[config.mk]
export PLATFORM = sky130hd
export DESIGN_NAME = multilayer_pipeline_control
export DESIGN_NICKNAME = d
export VERILOG_FILES = /design/src/rtl/pipeline_ctrl_pkg.sv /design/src/rtl/ctrl_cmd_parser.sv /design/src/rtl/multilayer_pipeline_control.sv
export SDC_FILE = /design/constraint.sdc
export NUM_CORES = 1
export LEC_CHECK = 0
export ABC_AREA = 1
export BUFFER_PORTS_ARGS = -buffer_cell sky130_fd_sc_hd__buf_2
export CAP_MARGIN = 20
export CORE_MARGIN = 3
export CORE_UTILIZATION = 30
export DETAILED_ROUTE_END_ITERATION = 10
export PLACE_DENSITY = 0.47
export SYNTH_ARGS = -nofsm -noshare
export SYNTH_HDL_FRONTEND = slang
export SYNTH_HIERARCHICAL = 1
export SYNTH_SLANG_ARGS = --single-unit
[constraint.sdc]
create_clock -name clk -period 8.7 [get_ports clk]
set_input_delay 0.87 -clock clk [delete_from_list [all_inputs] [get_ports clk]]
set_output_delay 0.87 -clock clk [all_outputs]
set_load 0.03 [all_outputs]
[src/rtl/pipeline_ctrl_pkg.sv]
// Shared opcodes, parser states, encodings and width helpers
// for the frame-synchronised compositing control bank.
package pipeline_ctrl_pkg;

  localparam logic [3:0] OP_NOP     = 4'h0;
  localparam logic [3:0] OP_MODE    = 4'h1;
  localparam logic [3:0] OP_SCALE   = 4'h2;
  localparam logic [3:0] OP_OFFX    = 4'h3;
  localparam logic [3:0] OP_OFFY    = 4'h4;
  localparam logic [3:0] OP_OPAC    = 4'h5;
  localparam logic [3:0] OP_CLIP_L  = 4'h6;
  localparam logic [3:0] OP_CLIP_R  = 4'h7;
  localparam logic [3:0] OP_CLIP_T  = 4'h8;
  localparam logic [3:0] OP_CLIP_B  = 4'h9;
  localparam logic [3:0] OP_FREEZE  = 4'hA;
  localparam logic [3:0] OP_COMMIT  = 4'hB;
  localparam logic [3:0] OP_CLR_ERR = 4'hC;

  typedef enum logic [1:0] {
    ST_IDLE,
    ST_DATA_HI,
    ST_DATA_LO,
    ST_DISCARD
  } parse_state_e;

  localparam logic [1:0] OVL_NONE    = 2'd0;
  localparam logic [1:0] OVL_CHROMA  = 2'd1;
  localparam logic [1:0] OVL_DIRECT  = 2'd2;
  localparam logic [1:0] OVL_INVALID = 2'd3;

  localparam logic [1:0] RST_MODE  = OVL_NONE;
  localparam logic [1:0] RST_SCALE = 2'd0;

  typedef struct packed {
    logic [3:0]  op;
    logic [3:0]  layer;
    logic [15:0] val;
  } ctrl_wr_t;

  function automatic int off_w(input int prec);
    return prec + 1;
  endfunction

  function automatic int clip_w(input int prec);
    return prec;
  endfunction

  function automatic int opac_w(input int tp);
    return tp + 1;
  endfunction

  function automatic int opac_max(input int tp);
    return 1 << tp;
  endfunction

  function automatic logic [1:0] data_bytes(input logic [3:0] op);
    case (op)
      OP_MODE, OP_SCALE,
      OP_OPAC, OP_FREEZE: return 2'd1;
      OP_OFFX, OP_OFFY,
      OP_CLIP_L, OP_CLIP_R,
      OP_CLIP_T, OP_CLIP_B: return 2'd2;
      default: return 2'd0;
    endcase
  endfunction

  function automatic logic is_reserved(input logic [3:0] op);
    return op > OP_CLR_ERR;
  endfunction

  function automatic logic needs_layer(input logic [3:0] op);
    return (op >= OP_MODE) && (op <= OP_CLIP_B);
  endfunction

endpackage

[src/rtl/ctrl_cmd_parser.sv]
// SPI command parser: header/data assembly, validation, write strobe.
// In: clk, rst, byte_in/byte_valid, ss_active. Out: wr_stb+wr, err_stb.
module ctrl_cmd_parser
  import pipeline_ctrl_pkg::*;
#(
  parameter int LAYERS = 2
) (
  input  logic       clk,
  input  logic       rst,
  input  logic [7:0] byte_in,
  input  logic       byte_valid,
  input  logic       ss_active,
  output logic       wr_stb,
  output ctrl_wr_t   wr,
  output logic       err_stb
);

  parse_state_e state_q, state_d;
  logic [3:0]   op_q, op_d;
  logic [3:0]   layer_q, layer_d;
  logic [7:0]   hi_q, hi_d;

  logic       vld;
  logic [3:0] hdr_op;
  logic [3:0] hdr_ly;
  logic       hdr_bad;

  assign vld    = byte_valid & ss_active;
  assign hdr_op = byte_in[7:4];
  assign hdr_ly = byte_in[3:0];
  assign hdr_bad = is_reserved(hdr_op) ||
                   (needs_layer(hdr_op) &&
                    (int'(hdr_ly) >= LAYERS));

  // Strobes are decoded from the byte in flight so the
  // bank registers them on the very next edge.
  always_comb begin
    state_d = state_q;
    op_d    = op_q;
    layer_d = layer_q;
    hi_d    = hi_q;
    wr_stb  = 1'b0;
    wr      = '0;
    err_stb = 1'b0;
    unique case (state_q)
      ST_IDLE: begin
        if (vld) begin
          if (hdr_bad) begin
            err_stb = 1'b1;
            state_d = ST_DISCARD;
          end else begin
            op_d    = hdr_op;
            layer_d = hdr_ly;
            hi_d    = 8'h00;
            case (data_bytes(hdr_op))
              2'd2: state_d = ST_DATA_HI;
              2'd1: state_d = ST_DATA_LO;
              default: begin
                wr_stb   = (hdr_op != OP_NOP);
                wr.op    = hdr_op;
                wr.layer = hdr_ly;
              end
            endcase
          end
        end
      end
      ST_DATA_HI: begin
        if (!ss_active) begin
          state_d = ST_IDLE;
        end else if (vld) begin
          hi_d    = byte_in;
          state_d = ST_DATA_LO;
        end
      end
      ST_DATA_LO: begin
        if (!ss_active) begin
          state_d = ST_IDLE;
        end else if (vld) begin
          if (op_q == OP_MODE &&
              byte_in[1:0] == OVL_INVALID) begin
            err_stb = 1'b1;
            state_d = ST_DISCARD;
          end else begin
            wr_stb   = 1'b1;
            wr.op    = op_q;
            wr.layer = layer_q;
            wr.val   = {hi_q, byte_in};
            state_d  = ST_IDLE;
          end
        end
      end
      ST_DISCARD: begin
        if (!ss_active) state_d = ST_IDLE;
      end
      default: state_d = ST_IDLE;
    endcase
  end

  always_ff @(posedge clk) begin
    if (rst) begin
      state_q <= ST_IDLE;
      op_q    <= '0;
      layer_q <= '0;
      hi_q    <= '0;
    end else begin
      state_q <= state_d;
      op_q    <= op_d;
      layer_q <= layer_d;
      hi_q    <= hi_d;
    end
  end

endmodule

[src/rtl/multilayer_pipeline_control.sv]
// Shadow/active control banks for LAYERS foreground layers, frame-synced
// commit, freeze, sticky error and MISO status byte.
module multilayer_pipeline_control
  import pipeline_ctrl_pkg::*;
#(
  parameter int PRECISION              = 11,
  parameter int LAYERS                 = 2,
  parameter int TRANSPARENCY_PRECISION = 3
) (
  input  logic clk,
  input  logic rst,
  input  logic [7:0] spi_byte_in,
  input  logic       spi_byte_valid,
  input  logic       spi_ss_active,
  input  logic       frame_sync,
  output logic [7:0] spi_byte_out,
  output logic [2*LAYERS-1:0] ctrl_overlay_mode,
  output logic [2*LAYERS-1:0] ctrl_fg_scale,
  output logic [(PRECISION+1)*LAYERS-1:0] ctrl_fg_offset_x,
  output logic [(PRECISION+1)*LAYERS-1:0] ctrl_fg_offset_y,
  output logic [(TRANSPARENCY_PRECISION+1)*LAYERS-1:0]
               ctrl_fg_opacity,
  output logic [PRECISION*LAYERS-1:0] ctrl_fg_clip_left,
  output logic [PRECISION*LAYERS-1:0] ctrl_fg_clip_right,
  output logic [PRECISION*LAYERS-1:0] ctrl_fg_clip_top,
  output logic [PRECISION*LAYERS-1:0] ctrl_fg_clip_bottom,
  output logic ctrl_fg_freeze,
  output logic commit_pending,
  output logic cmd_error
);

  localparam int OW = off_w(PRECISION);
  localparam int CW = clip_w(PRECISION);
  localparam int TW = opac_w(TRANSPARENCY_PRECISION);
  localparam int OPQ_MAX = opac_max(TRANSPARENCY_PRECISION);
  localparam logic [TW-1:0] OPQ_RST = TW'(OPQ_MAX);
  localparam logic [15:0]   OPQ_LIM = 16'(OPQ_MAX);

  logic     wr_stb;
  logic     err_stb;
  ctrl_wr_t wr;
  int       lidx;

  ctrl_cmd_parser #(
    .LAYERS(LAYERS)
  ) u_parser (
    .clk       (clk),
    .rst       (rst),
    .byte_in   (spi_byte_in),
    .byte_valid(spi_byte_valid),
    .ss_active (spi_ss_active),
    .wr_stb    (wr_stb),
    .wr        (wr),
    .err_stb   (err_stb)
  );

  assign lidx = int'(wr.layer);

  logic [2*LAYERS-1:0]  sh_mode_q,  sh_mode_d;
  logic [2*LAYERS-1:0]  sh_scale_q, sh_scale_d;
  logic [OW*LAYERS-1:0] sh_offx_q,  sh_offx_d;
  logic [OW*LAYERS-1:0] sh_offy_q,  sh_offy_d;
  logic [TW*LAYERS-1:0] sh_opac_q,  sh_opac_d;
  logic [CW*LAYERS-1:0] sh_clip_q [4];
  logic [CW*LAYERS-1:0] sh_clip_d [4];

  logic [2*LAYERS-1:0]  act_mode_q,  act_mode_d;
  logic [2*LAYERS-1:0]  act_scale_q, act_scale_d;
  logic [OW*LAYERS-1:0] act_offx_q,  act_offx_d;
  logic [OW*LAYERS-1:0] act_offy_q,  act_offy_d;
  logic [TW*LAYERS-1:0] act_opac_q,  act_opac_d;
  logic [CW*LAYERS-1:0] act_clip_q [4];
  logic [CW*LAYERS-1:0] act_clip_d [4];

  logic       frz_q, frz_d;
  logic       pend_q, pend_d;
  logic       err_q, err_d;
  logic       cerr_q, cerr_d;
  logic [7:0] stat_q, stat_d;

  always_comb begin
    sh_mode_d   = sh_mode_q;
    sh_scale_d  = sh_scale_q;
    sh_offx_d   = sh_offx_q;
    sh_offy_d   = sh_offy_q;
    sh_opac_d   = sh_opac_q;
    sh_clip_d   = sh_clip_q;
    act_mode_d  = act_mode_q;
    act_scale_d = act_scale_q;
    act_offx_d  = act_offx_q;
    act_offy_d  = act_offy_q;
    act_opac_d  = act_opac_q;
    act_clip_d  = act_clip_q;
    frz_d  = frz_q;
    err_d  = err_q;
    cerr_d = err_stb;
    // A commit in flight consumes the pending flag; a B in the
    // same cycle re-arms it for the next frame.
    pend_d = pend_q & ~frame_sync;
    stat_d = {pend_q, frz_q, err_q, 5'b0};

    // Active takes the shadow as it stood before this cycle's write.
    if (frame_sync && pend_q) begin
      act_mode_d  = sh_mode_q;
      act_scale_d = sh_scale_q;
      act_offx_d  = sh_offx_q;
      act_offy_d  = sh_offy_q;
      act_opac_d  = sh_opac_q;
      act_clip_d  = sh_clip_q;
    end

    if (wr_stb) begin
      case (wr.op)
        OP_MODE:
          sh_mode_d[lidx*2 +: 2] = wr.val[1:0];
        OP_SCALE:
          sh_scale_d[lidx*2 +: 2] = wr.val[1:0];
        OP_OFFX:
          sh_offx_d[lidx*OW +: OW] = wr.val[OW-1:0];
        OP_OFFY:
          sh_offy_d[lidx*OW +: OW] = wr.val[OW-1:0];
        OP_OPAC:
          sh_opac_d[lidx*TW +: TW] =
            (wr.val > OPQ_LIM) ? OPQ_RST : wr.val[TW-1:0];
        OP_CLIP_L:
          sh_clip_d[0][lidx*CW +: CW] = wr.val[CW-1:0];
        OP_CLIP_R:
          sh_clip_d[1][lidx*CW +: CW] = wr.val[CW-1:0];
        OP_CLIP_T:
          sh_clip_d[2][lidx*CW +: CW] = wr.val[CW-1:0];
        OP_CLIP_B:
          sh_clip_d[3][lidx*CW +: CW] = wr.val[CW-1:0];
        OP_FREEZE:  frz_d  = wr.val[0];
        OP_COMMIT:  pend_d = 1'b1;
        OP_CLR_ERR: err_d  = 1'b0;
        default: ;
      endcase
    end

    if (err_stb) err_d = 1'b1;
  end

  always_ff @(posedge clk) begin
    if (rst) begin
      sh_mode_q   <= {LAYERS{RST_MODE}};
      sh_scale_q  <= {LAYERS{RST_SCALE}};
      sh_offx_q   <= '0;
      sh_offy_q   <= '0;
      sh_opac_q   <= {LAYERS{OPQ_RST}};
      sh_clip_q   <= '{default: '0};
      act_mode_q  <= {LAYERS{RST_MODE}};
      act_scale_q <= {LAYERS{RST_SCALE}};
      act_offx_q  <= '0;
      act_offy_q  <= '0;
      act_opac_q  <= {LAYERS{OPQ_RST}};
      act_clip_q  <= '{default: '0};
      frz_q  <= 1'b0;
      pend_q <= 1'b0;
      err_q  <= 1'b0;
      cerr_q <= 1'b0;
      stat_q <= 8'h00;
    end else begin
      sh_mode_q   <= sh_mode_d;
      sh_scale_q  <= sh_scale_d;
      sh_offx_q   <= sh_offx_d;
      sh_offy_q   <= sh_offy_d;
      sh_opac_q   <= sh_opac_d;
      sh_clip_q   <= sh_clip_d;
      act_mode_q  <= act_mode_d;
      act_scale_q <= act_scale_d;
      act_offx_q  <= act_offx_d;
      act_offy_q  <= act_offy_d;
      act_opac_q  <= act_opac_d;
      act_clip_q  <= act_clip_d;
      frz_q  <= frz_d;
      pend_q <= pend_d;
      err_q  <= err_d;
      cerr_q <= cerr_d;
      stat_q <= stat_d;
    end
  end

  assign ctrl_overlay_mode   = act_mode_q;
  assign ctrl_fg_scale       = act_scale_q;
  assign ctrl_fg_offset_x    = act_offx_q;
  assign ctrl_fg_offset_y    = act_offy_q;
  assign ctrl_fg_opacity     = act_opac_q;
  assign ctrl_fg_clip_left   = act_clip_q[0];
  assign ctrl_fg_clip_right  = act_clip_q[1];
  assign ctrl_fg_clip_top    = act_clip_q[2];
  assign ctrl_fg_clip_bottom = act_clip_q[3];
  assign ctrl_fg_freeze      = frz_q;
  assign commit_pending      = pend_q;
  assign cmd_error           = cerr_q;
  assign spi_byte_out        = stat_q;

endmodule

==> out/metrics.yaml, run 1 <==
finish:
  utilization_pct: 36.2
  n_antenna_cell: 0
  multi_input_area_um2: 5760
  final_net_count: 1910
  regArea_um2: 6590
  area_growth_pct: 18.0
  fin_cells: 2488
  n_fill_cell: 4681
  drive_above_1_share_pct: 16.2
  finalInstanceArea_um2: 15700
route:
  vias: 11600
  wire_per_inst_um: 16.4
  postRouteAntennaNets: 0
  dr.first_iter.drc_count: 818
  first_pass_iters: 5
  drc: 0
  wl_mm: 40.7
  viasPerCell: 4.65
floorplan:
  initial_utilization_pct: 30.6
  rows: 76
  die_area_um2: 46800
  core_area_um2: 43400
  die_h_um: 216
  pin_count: 176
  die_x_um: 216
synth:
  syn_inst: 1759
  synthSimpleGateAreaFrac_pct: 21.6
  yosysUniqueCellTypes: 50
  synth_top_area_cell: "dfxtp_1"
  yosysTopAreaCellShare_pct: 49.6
  synth_mux_area_share_pct: 0
  synth_xor_area_share_pct: 0.273
  seq_area_frac_synth_pct: 49.6
  synth_area_per_cell_um2: 7.55
  netlist_top_cells_area: "dfxtp_1 50%, nor2_1 12%, o21ai_0 11%, a21oi_1 5.8%, nand2_1 5.1%"
  syn_area_um2: 13300
  synth_top_family_by_area: "simple AND/OR/NAND/NOR gates"
  synth_compound_area_share_pct: 19.7
  synth_fa_ha_area_share_pct: 1.66
  yosysWarnings: 6
  ys_ff_latch: 329
placement:
  placed_area_um2: 14500
  place_hpwl_mm: 28.0
  place_inst: 2425
  place_congestion: 0.873
  numPortBuffers: 170
timing:
  max_freq_ghz: 0.201
  tightest_slew_ns: 0.981
  hold_viol: 0
  fin_skew_ns: 0.0121
  rsz0062_at_grt: "false"
  setup_viol: 0
  period_share_pct: 57.3
  drv_slew: 0
  min_period_ns: 4.99
  maxSlewHeadroom_pct: 34.6
  fin_setup_tns_ns: 0
cts:
  numClockSinks: 329
  clock_latency_ns: 0.54
  post-cts-setup-buffers: 0
  postCtsHoldBufs: 0
  numCtsBuffers: 37
  cts_max_path_buffers: 3
  ctsRootBufferMaster: "clkbuf_16"
  ctsResizeCount: 0
  cts_tree: "done"
  clk_pin_slew_ns: 0.06
  cts_max_level: 2
critical_path:
  required_ns: 9.17
  cpMostUsedCell: "inv_1"
  criticalPathCategory: "primary input to flop"
  crit_chain: "buf_2 > inv_1 > ha_1 > nor2_1 > nor2_1 > a22oi_1 > inv_1 > ha_1 > inv_1 > o22ai_2 > buf_4 > inv_1 > ha_1 > nand2_2 > inv_1 > nor2_4 > clkinv_1 > o21ai_2 > nand4_2 > nand2_1 > nand2_1 > nor2_1"
  cp.arrival_ns: 5.46
  cp-end-kind: "flop"
  slowest_stage: "ha_1"
  startpoint_type: "primary input"
  slowest_delay_ns: 0.43
  cp_max_fo: 31
power_and_ir_drop:
  clkPwrFrac_pct: 43.9
  power.internal_mw: 2.49
  pwr-share-seq_pct: 45.1
  swShare_pct: 26.3
  power_switching_mw: 0.890
  total_power_mw: 3.38
  irDropWorstVdd_mv: 0.137
  combPwrFrac_pct: 11.0
  p_leak_nw: 6.72
  p_per_area_nw_per_um2: 216
global_route:
  grt_usage_pct: 17.1
  grt_pass1_wl_mm: 63.3
  grt_start_max_net_pins: 175
  grt_pass1_vias: 10800
  antenna_found_initial: 0
  grt_overflow: 0
hold_path:
  min_path_type: "flop to flop"
status:
  status: "completed"
flow_run:
  drv_cap: 0
==> power groups by stage <==
stage               sequential [mW]  clock [mW]  combinational [mW]
CTS                            1.52        1.53               0.374
floorplan                      1.56           0               0.280
finish                         1.52        1.48               0.372
global route                   1.52        1.59               0.413
detailed placement             1.56           0               0.373
global placement               1.56           0               0.375
==> Yosys cell counts (all sizes together) <==
cell	instances
o21ai	311
a21oi	160
o22ai	11
o32ai	1
ha	16
inv	118
a31oi	1
o31ai	2
xnor2	1
or2	1
nand2	190
o21bai	1
xor2	1
nand3	29
nand3b	1
clkinv	7
nor4b	1
nor4	2
dfxtp	329
conb	1
nor2	440
buf	26
bufinv	1
and2	1
a211oi	4
a21boi	4
o311ai	1
nor3	4
fa	1
nand4	11
a22oi	2
clkbuf	80
==> final timing paths <==
check	from	to	slack (ns)	cells past startpoint
max	spi_byte_in[5]	sh_offx_q[9]	3.71	22
min	err_q	spi_byte_out[5]	0.44	2
max reg2reg	u_parser/state_q[1]	sh_offx_q[9]	4.17	19
min reg2reg	err_q	spi_byte_out[5]	0.44	2
==> metrics by stage <==
| step | hold WS [ns] | setup WS (ns) |
|---|---|---|
| floorplan | 0.400 | 4.02 |
| global placement | 0.441 | 3.11 |
| detailed placement | 0.434 | 3.13 |
| CTS | 0.447 | 3.70 |
| global route | 0.472 | 3.24 |
| finish | 0.445 | 3.71 |
==> layer usage <==
metal / track usage [%] / vias up / wire, um / part of all wire, %
li1: - / 5952 / - / -
met1: 24.9 / 5313 / 20500 / 50
met2: 25.6 / 240 / 17200 / 42
met3: 3.80 / 52 / 2160 / 5.3
met4: 4.31 / 0 / 842 / 2.1
met5: 0 / - / 0 / 0
==> worst max-delay path, delay by kind of cell <==
kind	cells	cell delay (ns)
simple gates	8	1.24
fa+ha+maj	3	0.99
compound gates	3	0.77
buf+inv	8	1.55
==> cell families (layout without fill, tap and decap cells) <==
kind of cell | after synthesis | after routing
AO/OA/AOI/OAI | 498 | 498
adder cells (fa/ha/maj) | 17 | 17
flip-flops | 329 | 329
buffers and inverters | 232 | 372
other | 1 | 5
XOR/XNOR | 2 | 2
AND/OR/NAND/NOR | 680 | 680
==> area by class of cell <==
| class | instances | area share (%) |
|---|---|---|
| Clock buffer | 56 | 6.82 |
| Clock inverter | 6 | 0.439 |
| Inverter | 126 | 3.18 |
| Multi-Input combinational cell | 1202 | 36.8 |
| Sequential cell | 329 | 42.0 |
| Tap cell | 585 | 4.67 |
| Timing Repair Buffer | 184 | 6.12 |
==> placed cells by master (no fill, tap or decap), types with 7 or more instances in the layout <==
master,count
nor2_1,424
dfxtp_1,329
o21ai_0,302
nand2_1,178
buf_2,170
a21oi_1,153
inv_1,103
clkbuf_16,38
nand3_1,22
ha_1,16
inv_2,13
clkbuf_1,13
buf_4,13
o22ai_1,10
nor2_4,8
nor2_2,8
a21oi_2,7
==> registers in the layout (all words and copies together), names as in the netlist, 8 cells and up <==
name / flops
ctrl_fg_clip_bottom: 22
ctrl_fg_clip_left: 22
ctrl_fg_clip_right: 22
ctrl_fg_clip_top: 22
ctrl_fg_offset_x: 24
ctrl_fg_offset_y: 24
ctrl_fg_opacity: 8
sh_clip_q: 88
sh_offx_q: 24
sh_offy_q: 24
sh_opac_q: 8
u_parser/hi_q: 8
Note: power is estimated with default switching activity, not from simulation.
==> run 2: changes to the inputs <==
clock period = 4.8 ns   (was 8.7 ns; I/O delays follow)
==> out/metrics.yaml, run 2 (same netlist as run 1, synthesis figures left out) <==
placement:
  place_hpwl_mm: 28.4  # +1.3%
  place_congestion: 0.924  # +5.8%
  numPortBuffers: 170  # unchanged
cts:
  numClockSinks: 329  # unchanged
  ctsRootBufferMaster: "clkbuf_16"
  post-cts-setup-buffers: 0  # unchanged
  cts_tree: "done"
  ctsResizeCount: 0  # unchanged
  cts_max_path_buffers: 3  # unchanged
  cts_max_level: 2  # unchanged
  clock_latency_ns: 0.55  # about the same
  postCtsHoldBufs: 0  # unchanged
  numCtsBuffers: 37  # unchanged
  clk_pin_slew_ns: 0.06  # about the same
power_and_ir_drop:
  p_per_area_nw_per_um2: 391  # +82%
  p_leak_nw: 6.88  # +2.5%
  total_power_mw: 6.24  # +85%
  irDropWorstVdd_mv: 0.218  # +59%
floorplan:
  pin_count: 176  # unchanged
  initial_utilization_pct: 30.6  # unchanged
  die_area_um2: 46800  # unchanged
  rows: 76  # unchanged
  die_h_um: 216  # unchanged
  die_x_um: 216  # unchanged
  core_area_um2: 43400  # unchanged
timing:
  rsz0062_at_grt: "false"
  max_freq_ghz: 0.241
  maxSlewHeadroom_pct: 38.4  # +3.8 points
  setup_viol: 0  # unchanged
  fin_skew_ns: 0.0157  # +0.00361 ns
  period_share_pct: 86.5
  hold_viol: 0  # unchanged
  tightest_slew_ns: 0.923  # -0.0583 ns
  fin_setup_tns_ns: 0  # unchanged
  drv_slew: 0  # unchanged
  min_period_ns: 4.15
critical_path:
  cp.arrival_ns: 4.59  # -0.87 ns
  slowest_delay_ns: 0.52  # +0.09 ns
  cp-end-kind: "flop"
  cp_num_buf_inv: 8  # unchanged
  worstReg2RegStart: "u_parser/state_q[1]"
  required_ns: 5.24  # -3.93 ns
  cpMostUsedCell: "inv_1"
  cp_max_fo: 7  # -77%
  path_delay_family: "adder cells"
  slowest_stage: "fa_1"
  startpoint_type: "primary input"
  rrSetupSlack_ns: 0.98  # -3.19 ns
  r2r-end: "sh_offx_q[14]"
  r2r_cells: 24  # +5
  cp_num_cells: 27  # +23%
  criticalPathCategory: "primary input to flop"
finish:
  drive_above_1_share_pct: 17.5  # +1.3 points
  n_antenna_cell: 0  # unchanged
  layout_common_cells: "424 x nor2_1, 329 x dfxtp_1, 302 x o21ai_0"
  final_net_count: 1937  # +1.4%
  largest_register: "sh_clip_q"
  regArea_um2: 6590  # unchanged
  area_growth_pct: 20.0
  multi_input_area_um2: 5760  # unchanged
  n_fill_cell: 4646  # -0.75%
  final_common_cell: "nor2_1"
  largest_reg_flops: 88  # unchanged
route:
  viasPerCell: 4.62  # -0.59%
  drc: 0  # unchanged
  wl_mm: 41.1  # +0.92%
  postRouteAntennaNets: 0  # unchanged
  vias: 11600  # +0.49%
  dr.first_iter.drc_count: 854  # +4.4%
  wire_per_inst_um: 16.3  # -0.16%
  first_pass_iters: 7  # +2
flow_run:
  drv_cap: 0  # unchanged
hold_path:
  min_path_type: "primary input to flop"
  timing.hold.worst_endpoint: "u_parser/hi_q[2]"
  hold_start: "spi_byte_in[2]"
  hold_depth: 3  # +1
global_route:
  grt_pass1_wl_mm: 63.3  # about the same
  grt_usage_pct: 17.2  # +0.067 points
  antenna_found_initial: 0  # unchanged
  grt_pass1_vias: 10900  # +1.3%
  grt_overflow: 0  # unchanged
  grt_start_max_net_pins: 132  # -25%
status:
  status: "completed"
[run 2: worst max-delay path by stage]
stage,slack (ns),from,end
4_1_cts,0.70,spi_byte_in[5],sh_offx_q[13]
3_5_place_dp,0.11,spi_byte_in[5],sh_offx_q[13]
5_1_grt,0.11,spi_byte_in[4],sh_offx_q[14]
6_report,0.65,spi_byte_in[5],sh_offx_q[14]
2_1_floorplan,0.51,spi_byte_in[5],sh_offx_q[0]
3_3_place_gp,0.21,spi_byte_in[4],sh_offx_q[5]
[run 2: tightest hold or removal path: stages]
cell     delay (ns)
buf_2          0.13
nand2_1        0.06
a21oi_1        0.06
[run 2: final cells by class]
type | count | share of cell area [%]
sequential | 329 | 41.3
multi-input combinational | 1202 | 36.1
timing repair buffer | 211 | 7.42
clock buffer | 53 | 6.63
tap | 585 | 4.59
inverter | 126 | 3.12
clock inverter | 9 | 0.777
[run 2: stage by stage]
step	hold slack [ns]	worst slack (ns)	area [um2]	util (%)	instances
6_report	0.239	0.648	15900	36.8	2515
5_1_grt	0.225	0.109	15900	36.8	2515
4_1_cts	0.201	0.696	15900	36.8	2515
3_5_place_dp	0.433	0.109	14800	34.0	2453
3_3_place_gp	0.447	0.207	14800	34.0	2453
2_1_floorplan	0.400	0.509	13300	-	1763
[run 2: routing by layer]
layer / wire [um] / GRT usage, %
met4: 638 / 4.40
met2: 17800 / 26.5
met3: 1890 / 3.00
met5: 0 / 0
met1: 20800 / 24.9
[run 2: where the power goes]
part / total [mW] / internal (mW) / switching, mW
Sequential: 2.76 / 2.75 / 0.0137
Combinational: 0.701 / 0.197 / 0.503
Clock: 2.78 / 1.64 / 1.13
Total: 6.24 / 4.59 / 1.65
